--- src/rtl/vld_rdy_out_buffer_pkg.sv ---
// Shared constants, types and helpers for the valid/ready output buffer.
// Optional drop counter is enabled with VLD_RDY_OUT_BUFFER_OVF_CNT_EN.
package vld_rdy_out_buffer_pkg;

    localparam int unsigned DATA_WIDTH_DEF = 8;
    localparam int unsigned DEPTH_DEF      = 16;
    localparam int unsigned OVF_CNT_W      = 16;

    typedef logic [$clog2(DEPTH_DEF):0] level_t;

    // Next pointer value, wrapping modulo a power-of-two depth.
    function automatic int unsigned ptr_inc(input int unsigned ptr, input int unsigned depth);
        return (ptr + 32'd1) & (depth - 32'd1);
    endfunction

endpackage

--- src/rtl/vld_rdy_out_buffer_mem.sv ---
// Dual-port register array: one write port, one registered read port with
// write-through so a word written into the addressed slot appears next cycle.
module vld_rdy_out_buffer_mem #(
    parameter int unsigned DATA_WIDTH = 8,
    parameter int unsigned DEPTH      = 16,
    parameter int unsigned PTR_W      = 4
) (
    input  logic                  clk,
    input  logic                  rst_n,
    input  logic                  i_we,
    input  logic [PTR_W-1:0]      i_waddr,
    input  logic [DATA_WIDTH-1:0] i_wdata,
    input  logic [PTR_W-1:0]      i_raddr,
    output logic [DATA_WIDTH-1:0] o_rdata
);

    logic [DATA_WIDTH-1:0] r_mem [DEPTH];
    logic [DATA_WIDTH-1:0] r_rdata;

    always_ff @(posedge clk) begin
        if (i_we) begin
            r_mem[i_waddr] <= i_wdata;
        end
    end

    always_ff @(posedge clk) begin
        if (!rst_n) begin
            r_rdata <= '0;
        end else if (i_we && (i_waddr == i_raddr)) begin
            r_rdata <= i_wdata;
        end else begin
            r_rdata <= r_mem[i_raddr];
        end
    end

    assign o_rdata = r_rdata;

endmodule

--- src/rtl/vld_rdy_out_buffer.sv ---
// Circular FIFO turning a no-backpressure valid stream into valid/ready,
// with sticky overflow flag; VLD_RDY_OUT_BUFFER_OVF_CNT_EN adds a drop counter.
module vld_rdy_out_buffer
    import vld_rdy_out_buffer_pkg::*;
#(
    parameter int unsigned DATA_WIDTH = DATA_WIDTH_DEF,
    parameter int unsigned DEPTH      = DEPTH_DEF,
    parameter int unsigned AFULL_LVL  = DEPTH - 2
) (
    input  logic                         clk,
    input  logic                         rst_n,
    input  logic                         data_in_vld,
    input  logic [DATA_WIDTH-1:0]        data_in,
    output logic                         data_out_vld,
    output logic [DATA_WIDTH-1:0]        data_out,
    input  logic                         data_out_rdy,
    output logic [$clog2(DEPTH):0]       level,
    output logic                         afull,
    output logic                         ovf_flag,
    input  logic                         ovf_clr
`ifdef VLD_RDY_OUT_BUFFER_OVF_CNT_EN
    ,
    output logic [OVF_CNT_W-1:0]         ovf_cnt
`endif
);

    localparam int unsigned PTR_W = (DEPTH > 1) ? $clog2(DEPTH) : 1;
    localparam int unsigned LVL_W = $clog2(DEPTH) + 1;

    logic [PTR_W-1:0] r_wr_ptr;
    logic [PTR_W-1:0] r_rd_ptr;
    logic [LVL_W-1:0] r_level;
    logic             r_vld;
    logic             r_afull;
    logic             r_ovf;

    logic             w_rd;
    logic             w_wr;
    logic             w_drop;
    logic [PTR_W-1:0] w_wr_ptr_nxt;
    logic [PTR_W-1:0] w_rd_ptr_nxt;
    logic [LVL_W-1:0] w_level_nxt;
    logic             w_afull_nxt;
    logic             w_ovf_nxt;

    // A read frees a slot in the same cycle, so a full buffer still accepts a write.
    always_comb begin
        w_rd         = r_vld & data_out_rdy;
        w_wr         = data_in_vld & ((r_level != LVL_W'(DEPTH)) | w_rd);
        w_drop       = data_in_vld & ~w_wr;
        w_wr_ptr_nxt = r_wr_ptr;
        w_rd_ptr_nxt = r_rd_ptr;
        w_level_nxt  = r_level;
        if (w_wr) begin
            w_wr_ptr_nxt = PTR_W'(ptr_inc(32'(r_wr_ptr), DEPTH));
        end
        if (w_rd) begin
            w_rd_ptr_nxt = PTR_W'(ptr_inc(32'(r_rd_ptr), DEPTH));
        end
        case ({w_wr, w_rd})
            2'b10:   w_level_nxt = r_level + LVL_W'(1);
            2'b01:   w_level_nxt = r_level - LVL_W'(1);
            default: w_level_nxt = r_level;
        endcase
        w_afull_nxt = (32'(w_level_nxt) >= AFULL_LVL);
        w_ovf_nxt   = w_drop | (r_ovf & ~ovf_clr);
    end

    always_ff @(posedge clk) begin
        if (!rst_n) begin
            r_wr_ptr <= '0;
            r_rd_ptr <= '0;
            r_level  <= '0;
            r_vld    <= 1'b0;
            r_afull  <= 1'b0;
            r_ovf    <= 1'b0;
        end else begin
            r_wr_ptr <= w_wr_ptr_nxt;
            r_rd_ptr <= w_rd_ptr_nxt;
            r_level  <= w_level_nxt;
            r_vld    <= (w_level_nxt != '0);
            r_afull  <= w_afull_nxt;
            r_ovf    <= w_ovf_nxt;
        end
    end

    // Read port addresses the next head so data_out tracks it one cycle later.
    vld_rdy_out_buffer_mem #(
        .DATA_WIDTH (DATA_WIDTH),
        .DEPTH      (DEPTH),
        .PTR_W      (PTR_W)
    ) u_mem (
        .clk     (clk),
        .rst_n   (rst_n),
        .i_we    (w_wr),
        .i_waddr (r_wr_ptr),
        .i_wdata (data_in),
        .i_raddr (w_rd_ptr_nxt),
        .o_rdata (data_out)
    );

    assign data_out_vld = r_vld;
    assign level        = r_level;
    assign afull        = r_afull;
    assign ovf_flag     = r_ovf;

`ifdef VLD_RDY_OUT_BUFFER_OVF_CNT_EN
    logic [OVF_CNT_W-1:0] r_ovf_cnt;
    logic [OVF_CNT_W-1:0] w_ovf_cnt_nxt;

    // Clear and drop together restart the count at one; otherwise saturate.
    always_comb begin
        w_ovf_cnt_nxt = r_ovf_cnt;
        if (ovf_clr) begin
            w_ovf_cnt_nxt = w_drop ? OVF_CNT_W'(1) : '0;
        end else if (w_drop && (r_ovf_cnt != '1)) begin
            w_ovf_cnt_nxt = r_ovf_cnt + OVF_CNT_W'(1);
        end
    end

    always_ff @(posedge clk) begin
        if (!rst_n) begin
            r_ovf_cnt <= '0;
        end else begin
            r_ovf_cnt <= w_ovf_cnt_nxt;
        end
    end

    assign ovf_cnt = r_ovf_cnt;
`endif

endmodule
--- config.mk ---
export PLATFORM = sky130hd
export DESIGN_NAME = vld_rdy_out_buffer
export DESIGN_NICKNAME = d
export VERILOG_FILES = /design/src/rtl/vld_rdy_out_buffer_pkg.sv /design/src/rtl/vld_rdy_out_buffer_mem.sv /design/src/rtl/vld_rdy_out_buffer.sv
export SDC_FILE = /design/constraint.sdc
export NUM_CORES = 1
export LEC_CHECK = 0
export CORE_UTILIZATION = 35
export DETAILED_ROUTE_END_ITERATION = 10
export SYNTH_ARGS = -nofsm -noshare
export SYNTH_HDL_FRONTEND = slang
export SYNTH_SLANG_ARGS = --single-unit
--- constraint.sdc ---
create_clock -name clk -period 2.4 [get_ports clk]
set_input_delay 0.24 -clock clk [delete_from_list [all_inputs] [get_ports clk]]
set_output_delay 0.24 -clock clk [all_outputs]
set_load 0.1 [all_outputs]
Word-level counts from Yosys, hierarchy flattened
Memory sizes are Yosys's and may differ from the RTL's. A register that Yosys moved wholly into a read port is not among the register bits.
Index checks and enable logic that the tools add are counted.
{"block": "op_classes", "n_eq_ne": 3, "n_reduce_logical": 2, "order_cmp": 1, "n_addsub": 4, "mux": 4, "bitwise_logic": 8}
{"cell": "$pmux 5 s2", "count": 1}
{"cell": "$add 4x1->4 const B", "count": 2}
{"cell": "$add 5x1->5 const B", "count": 1}
{"cell": "$ge 5x4->1 const B", "count": 1}
{"cell": "$ne 5x5->1 const B", "count": 1}
{"cell": "$reduce_bool 5->1", "count": 1}
{"cell": "$sub 5x1->5 const B", "count": 1}
{"cell": "$and 1x1->1", "count": 4}
{"cell": "$mux 4", "count": 1}
{"cell": "$eq 2x1->1 const B", "count": 1}
{"cell": "$eq 2x2->1 const B", "count": 1}
{"cell": "$mux 1", "count": 2}
{"cell": "$not 1->1", "count": 2}
{"cell": "$or 1x1->1", "count": 2}
{"cell": "$logic_not 1->1", "count": 1}
{"block": "totals", "mem_bits_rw": 128, "inputBits": 13, "elab_cells": 29, "out_inout_bits": 16, "n_memories": 1, "reg_bits": 16}
{"name": "u_mem.r_mem", "words": 16, "width": 8, "rd": 1, "rd_ports_with_merged_regs": 1, "write_ports": 1, "line": "vld_rdy_out_buffer_mem.sv:17", "text": "logic [DATA_WIDTH-1:0] r_mem [DEPTH];"}

Logic depth before layout (Yosys ltp)
{"block": "depth", "ltp_word": 6, "depth_mapped": 12, "depth_no_buf": 10}

By module
A second synthesis with hierarchy kept.
{"block": "hier_totals", "cells_unflattened": 341, "area_unflattened_um2": 6185.9}
{"mod": "vld_rdy_out_buffer_mem", "seq_area_each_um2": 4003.8, "cells_each": 249, "n_inst": 1, "area_per_inst_um2": 5305.1}
{"mod": "vld_rdy_out_buffer", "seq_area_each_um2": 320.3, "cells_each": 92, "n_inst": 1, "area_per_inst_um2": 880.8}

Least setup slack after synthesis
No wires, ideal clock.
{"block": "synth_path", "kind": "reg-to-reg", "startpoint": "register r_vld, in the netlist data_out_vld", "endpoint": "register r_vld, in the netlist data_out_vld", "n_path_buf": 2, "stages_incl_launch_ff": 12, "setup_time_ns": 0.135, "required_time_ns": 2.265, "setup_slack_ns": -0.695, "period_less_slack_ns": 3.095, "arrival_time_ns": 2.960, "cell_sequence": "dfxtp_1 buf_6 and2_1 buf_6 nand2b_1 inv_1 ha_1 xor2_1 or3b_2 mux2_2 nor2_1 a21boi_0"}
{"block": "synth_via", "elab_chain_len": 6, "elab_cells_between_ends": 7, "classes_between": "eq/ne: 2; mux: 1; bitwise: 3; reduce/logical: 1"}
{"element": "start, declared", "line": "vld_rdy_out_buffer.sv:33", "text": "logic r_vld;"}
{"element": "start signal, assigned", "line": "vld_rdy_out_buffer.sv:81", "text": "r_vld <= (w_level_nxt != '0);"}
{"element": "$and 1x1->1 (*)", "line": "vld_rdy_out_buffer.sv:48", "text": "w_rd = r_vld & data_out_rdy;"}
{"element": "$or 1x1->1", "line": "vld_rdy_out_buffer.sv:49", "text": "w_wr = data_in_vld & ((r_level != LVL_W'(DEPTH)) | w_rd);"}
{"element": "$and 1x1->1", "line": "vld_rdy_out_buffer.sv:49"}
{"element": "$eq 2x1->1 or $eq 2x2->1 (tied branches)", "line": "vld_rdy_out_buffer.sv:60", "text": "case ({w_wr, w_rd})"}
{"element": "$pmux 5 s2 (*)", "line": "vld_rdy_out_buffer.sv:60"}
{"element": "$reduce_bool 5->1 (*)", "line": "vld_rdy_out_buffer.sv:81"}
Mark *: on every way between the ends. The rest lies on a longest branch, timed or not.
A chain may end at the register's enable or synchronous reset.

Worst setup path after layout
{"block": "layout_path", "startpoint": "register r_rd_ptr[0]", "endpoint": "register u_mem.r_rdata[7], in the netlist u_mem.o_rdata[7] (read register of u_mem.r_mem)"}
{"block": "layout_via", "elab_chain_len": 2}
{"element": "start, declared", "line": "vld_rdy_out_buffer.sv:31", "text": "logic [PTR_W-1:0] r_rd_ptr;"}
{"element": "start signal, assigned", "line": "vld_rdy_out_buffer.sv:79", "text": "r_rd_ptr <= w_rd_ptr_nxt;"}
{"element": "$add 4x1->4", "line": "vld_rdy_out_buffer_pkg.sv:13", "text": "return (ptr + 32'd1) & (depth - 32'd1);"}
{"element": "$mux 4 (*)", "line": "vld_rdy_out_buffer.sv:57", "text": "if (w_rd) begin"}
{"element": "end, declared", "line": "vld_rdy_out_buffer_mem.sv:18", "text": "logic [DATA_WIDTH-1:0] r_rdata;"}
Marked as above.

==> out/results.txt <==
Path depth of the worst reg2reg path - 8
Area share of the largest cell type after synthesis - 0.546
Critical setup path kind - flip-flop to flip-flop
Area of the multi-input gates - 0.00254 mm²
Clock skew after layout - 0.00744 ns
Initial Util - 0.359
Clock Tree Buf Depth - 2
Xor/xnor share of the synthesized area - 0.0194
Residual antenna-violating net count after detailed routing - 0
Final core utilization - 0.449
Top-level port count - 29
GRT Residual Overflow - 0
Worst min-delay path class - input pin to flip-flop
Reg2reg setup slack - 0.09 ns
Root buffer selected by CTS - sky130_fd_sc_hd__clkbuf_16
# setup viols final - 0
Clk slew on worst S/H paths - 0.06 ns
Number of DRC violations after detailed routing - 0
Signal arrival time at the worst endpoint - 2.60 ns
Worst reg2reg startpoint - r_rd_ptr[0]$_SDFF_PN0_
Post-synth EDFFs - 128
Layout area overhead - 25.0%
Maximum clock frequency - 0.433 GHz
Number of fill cells in the layout - 1756
Buffers on Ports - 28
Post-DR vias/cell - 5.61
Standard cell core area - 0.0196 mm²
DR iter-0 viols - 478
Horizontal die dimension - 144 µm
Number of unique standard cell types used by synthesis - 60
Placed standard-cell area - 0.00820 mm²
CTS H-Tree Depth - 4
Number of buffers created by CTS - 17
Crit path time final - 2.31 ns
Final period util - 0.962
Clk_lat worst skew - 0.42 ns
Weighted congestion reported at the end of routability-driven placement - 0.906
Fraction of final layout cells with drive strength greater than 1 - 0.257
Cell area after technology mapping - 0.00704 mm²
Clock tree from TritonCTS - built
Pwr dens - 857 mW/mm²
Flip-flop and latch area - 0.00433 mm²
Highest fanout seen on the critical path - 10
Worst Setup End Kind - flip-flop
Net count reported at finish - 677
Number of pins exceeding their max-slew limit in the final report - 0
Cell leakage power - 3.10 nW
Finished Cell Area - 0.00880 mm²
Reg2reg end - u_mem.o_rdata[7]$_SDFF_PN0_
Hold_sp - ovf_clr
Syn Inst Count - 555
Router iterations before antenna repair - 5
Max-capacitance violation count - 0
Async set-or-reset flop fraction in the synthesized netlist - 0
Vias after detailed routing - 5238
Compound-gate portion of the synthesized area - 0.157
Worst hold path endpoint - ovf_flag$_SDFF_PN0_
Fraction of the mapped netlist area in adder cells - 0.0171
Main combinational cell family by area after synthesis - compound AO/OA/AOI/OAI gates
Max-slew headroom - 0.293
Hold slack final - 0.497 ns
Number of buffers inserted by hold repair at cts - 0
Global-route usage over all layers - 0.197
Post-synth top area cell - sky130_fd_sc_hd__edfxtp_1
Run status - finished, final reports clean
Post-detailed-route wirelength per cell - 20.4 µm
Peak supply drop - 0.368 mV
Number of rows in the core area - 51
Number of diodes - 0
Mapped Nets - 577
Number of register bits inferred by synthesis - 152
Die Area - 0.0207 mm²
Hold Path Stages - 3
Transition at the pin with the smallest max-transition slack - 1.06 ns
Total wire length - 19000 µm
Count of endpoints failing hold in the final timing report - 0
Required time at the endpoint of the critical path - 2.69 ns
Sequential cell area fraction in the yosys report - 0.614
Post-synthesis area per instance - 12.7 µm²
DP HPWL - 13800 µm
Via count of the first global-routing pass - 5260
First-pass GRT wire length - 29500 µm
Clk sink count - 152
Most instantiated flip-flop cell in the synthesis netlist - sky130_fd_sc_hd__edfxtp_1
Basic-gate share of the synthesized area counting and, or, nand and nor cells - 0.104
Initial antenna violation count - 1
Die Y-Extent - 144 µm
Cells taking the most area after synthesis - sky130_fd_sc_hd__edfxtp_1, sky130_fd_sc_hd__dfxtp_1, sky130_fd_sc_hd__mux2i_1, sky130_fd_sc_hd__o22ai_1, sky130_fd_sc_hd__o221ai_1
Multiplexer share of the synthesized area - 0.0578
Setup repair after global routing missed its margin - no
Critical path launch point type - flip-flop
Number of synthesis warnings - 0
Maximum number of pins on one net before global-route repair - 54
==> per-stage QoR <==
stage | power (W) | setup TNS [ns] | worst slack (ns) | instances
3_5_place_dp | 0.00494 | -1.69 | -0.149 | 901
5_1_grt | 0.00783 | 0 | 0.00308 | 933
6_report | 0.00754 | 0 | 0.0916 | 933
4_1_cts | 0.00757 | 0 | 0.0131 | 933
3_3_place_gp | 0.00491 | -0.455 | -0.123 | 901
2_1_floorplan | 0.00434 | -0.112 | -0.112 | 555
==> report_power, final <==
part / leakage, nW / total [W] / switching (W) / internal (W)
clock: 0.282 / 0.00264 / 0.00102 / 0.00163
sequential: 1.36 / 0.00307 / 0.0000906 / 0.00297
combinational: 1.46 / 0.00183 / 0.00117 / 0.000663
==> registers in the layout (all words and copies together) (netlist names) <==
name	flops
r_rd_ptr	4
ovf_flag	1
level	5
u_mem.r_mem	128
data_out_vld	1
u_mem.o_rdata	8
afull	1
r_wr_ptr	4
==> cell usage after synthesis (3+ instances only) <==
master,n
sky130_fd_sc_hd__a211oi_1,3
sky130_fd_sc_hd__o21ai_0,38
sky130_fd_sc_hd__xnor2_1,6
sky130_fd_sc_hd__a31oi_1,6
sky130_fd_sc_hd__ha_1,8
sky130_fd_sc_hd__a22oi_1,4
sky130_fd_sc_hd__a21oi_1,20
sky130_fd_sc_hd__a21o_1,7
sky130_fd_sc_hd__a311oi_1,4
sky130_fd_sc_hd__nor4_1,4
sky130_fd_sc_hd__nand2b_1,4
sky130_fd_sc_hd__a41oi_1,3
sky130_fd_sc_hd__nor2b_1,5
sky130_fd_sc_hd__and3_1,4
sky130_fd_sc_hd__and2_1,14
sky130_fd_sc_hd__o22ai_1,38
sky130_fd_sc_hd__nand3b_1,3
sky130_fd_sc_hd__xor2_1,7
sky130_fd_sc_hd__nand3_1,17
sky130_fd_sc_hd__buf_2,13
sky130_fd_sc_hd__edfxtp_1,128
sky130_fd_sc_hd__mux2i_1,26
sky130_fd_sc_hd__nand2_1,30
sky130_fd_sc_hd__mux2_2,11
sky130_fd_sc_hd__nor2_1,30
sky130_fd_sc_hd__nor3b_1,3
sky130_fd_sc_hd__o221ai_1,22
sky130_fd_sc_hd__clkbuf_1,15
sky130_fd_sc_hd__o32ai_1,3
sky130_fd_sc_hd__a2111oi_0,3
sky130_fd_sc_hd__dfxtp_1,24
sky130_fd_sc_hd__nor3_1,13
sky130_fd_sc_hd__buf_6,5
sky130_fd_sc_hd__inv_1,4
==> layout make-up <==
| type | count | share of cell area |
|---|---|---|
| Tap cell | 265 | 0.0377 |
| Sequential cell | 152 | 0.493 |
| Clock inverter | 13 | 0.0175 |
| Multi-Input combinational cell | 363 | 0.289 |
| Clock buffer | 19 | 0.0492 |
| Inverter | 4 | 0.00199 |
| Timing Repair Buffer | 117 | 0.112 |
==> what timing repair did <==
action | in CTS | in global routing
endpoints found under the setup margin | 2 | 8
gates resized for setup | 2 | 1
pin swaps | 0 | 2
setup buffers | 0 | 0
==> critical path, cell delays in order, from the launching register on <==
cell and delay, ns:
sky130_fd_sc_hd__dfxtp_2 0.32, sky130_fd_sc_hd__ha_2 0.31, sky130_fd_sc_hd__nand3b_2 0.22, sky130_fd_sc_hd__mux4_2 0.51, sky130_fd_sc_hd__nor3b_4 0.28, sky130_fd_sc_hd__nand2_1 0.09
sky130_fd_sc_hd__buf_4 0.18, sky130_fd_sc_hd__o21ai_0 0.19, sky130_fd_sc_hd__a31oi_1 0.07
==> cells in the final DEF (no fill, tap or decap), types with 4 or more instances in the layout <==
cell,count
sky130_fd_sc_hd__clkdlybuf4s50_1,12
sky130_fd_sc_hd__dfxtp_1,18
sky130_fd_sc_hd__mux2_2,11
sky130_fd_sc_hd__a31oi_1,6
sky130_fd_sc_hd__mux2i_1,26
sky130_fd_sc_hd__o22ai_1,38
sky130_fd_sc_hd__nand2_1,30
sky130_fd_sc_hd__o221ai_1,22
sky130_fd_sc_hd__xor2_1,7
sky130_fd_sc_hd__nor2_1,30
sky130_fd_sc_hd__a21o_1,7
sky130_fd_sc_hd__dfxtp_2,5
sky130_fd_sc_hd__o21ai_0,38
sky130_fd_sc_hd__nor2b_1,5
sky130_fd_sc_hd__a21oi_1,19
sky130_fd_sc_hd__a22oi_1,4
sky130_fd_sc_hd__xnor2_1,6
sky130_fd_sc_hd__buf_12,6
sky130_fd_sc_hd__ha_1,6
sky130_fd_sc_hd__and3_1,4
sky130_fd_sc_hd__clkbuf_16,17
sky130_fd_sc_hd__nor4_1,4
sky130_fd_sc_hd__buf_4,99
sky130_fd_sc_hd__and2_1,13
sky130_fd_sc_hd__edfxtp_1,128
sky130_fd_sc_hd__nand3_1,17
sky130_fd_sc_hd__nor3_1,13
==> metal layers <==
layer	vias up	track usage	part of all wire
met3	39	0.0410	0.069
met2	208	0.315	0.47
met4	0	0.0946	0.037
li1	2397	-	-
met1	2594	0.254	0.42
met5	-	0	0
==> logic make-up (layout without fill, tap and decap cells) <==
logic type	Yosys count	after routing
buffers and inverters	40	153
XOR/XNOR	14	14
adder cells (fa/ha/maj)	9	9
AND/OR/NAND/NOR	138	138
AO/OA/AOI/OAI	164	164
flip-flops	152	152
multiplexers	38	38
==> worst max-delay path by stage <==
stage / slack, ns / endpoint / cells past startpoint / startpoint
finish: 0.09 / u_mem.o_rdata[7]$_SDFF_PN0_ / 8 / r_rd_ptr[0]$_SDFF_PN0_
global route: 0.003 / u_mem.o_rdata[2]$_SDFF_PN0_ / 8 / r_rd_ptr[1]$_SDFF_PN0_
CTS: 0.01 / u_mem.o_rdata[7]$_SDFF_PN0_ / 8 / r_rd_ptr[0]$_SDFF_PN0_
detailed placement: -0.15 / u_mem.o_rdata[7]$_SDFF_PN0_ / 9 / data_out_rdy
global placement: -0.12 / data_out_vld$_SDFF_PN0_ / 10 / data_out_rdy
floorplan: -0.11 / data_out_vld$_SDFF_PN0_ / 10 / data_out_vld$_SDFF_PN0_
Note: power is estimated with default switching activity, not from simulation.
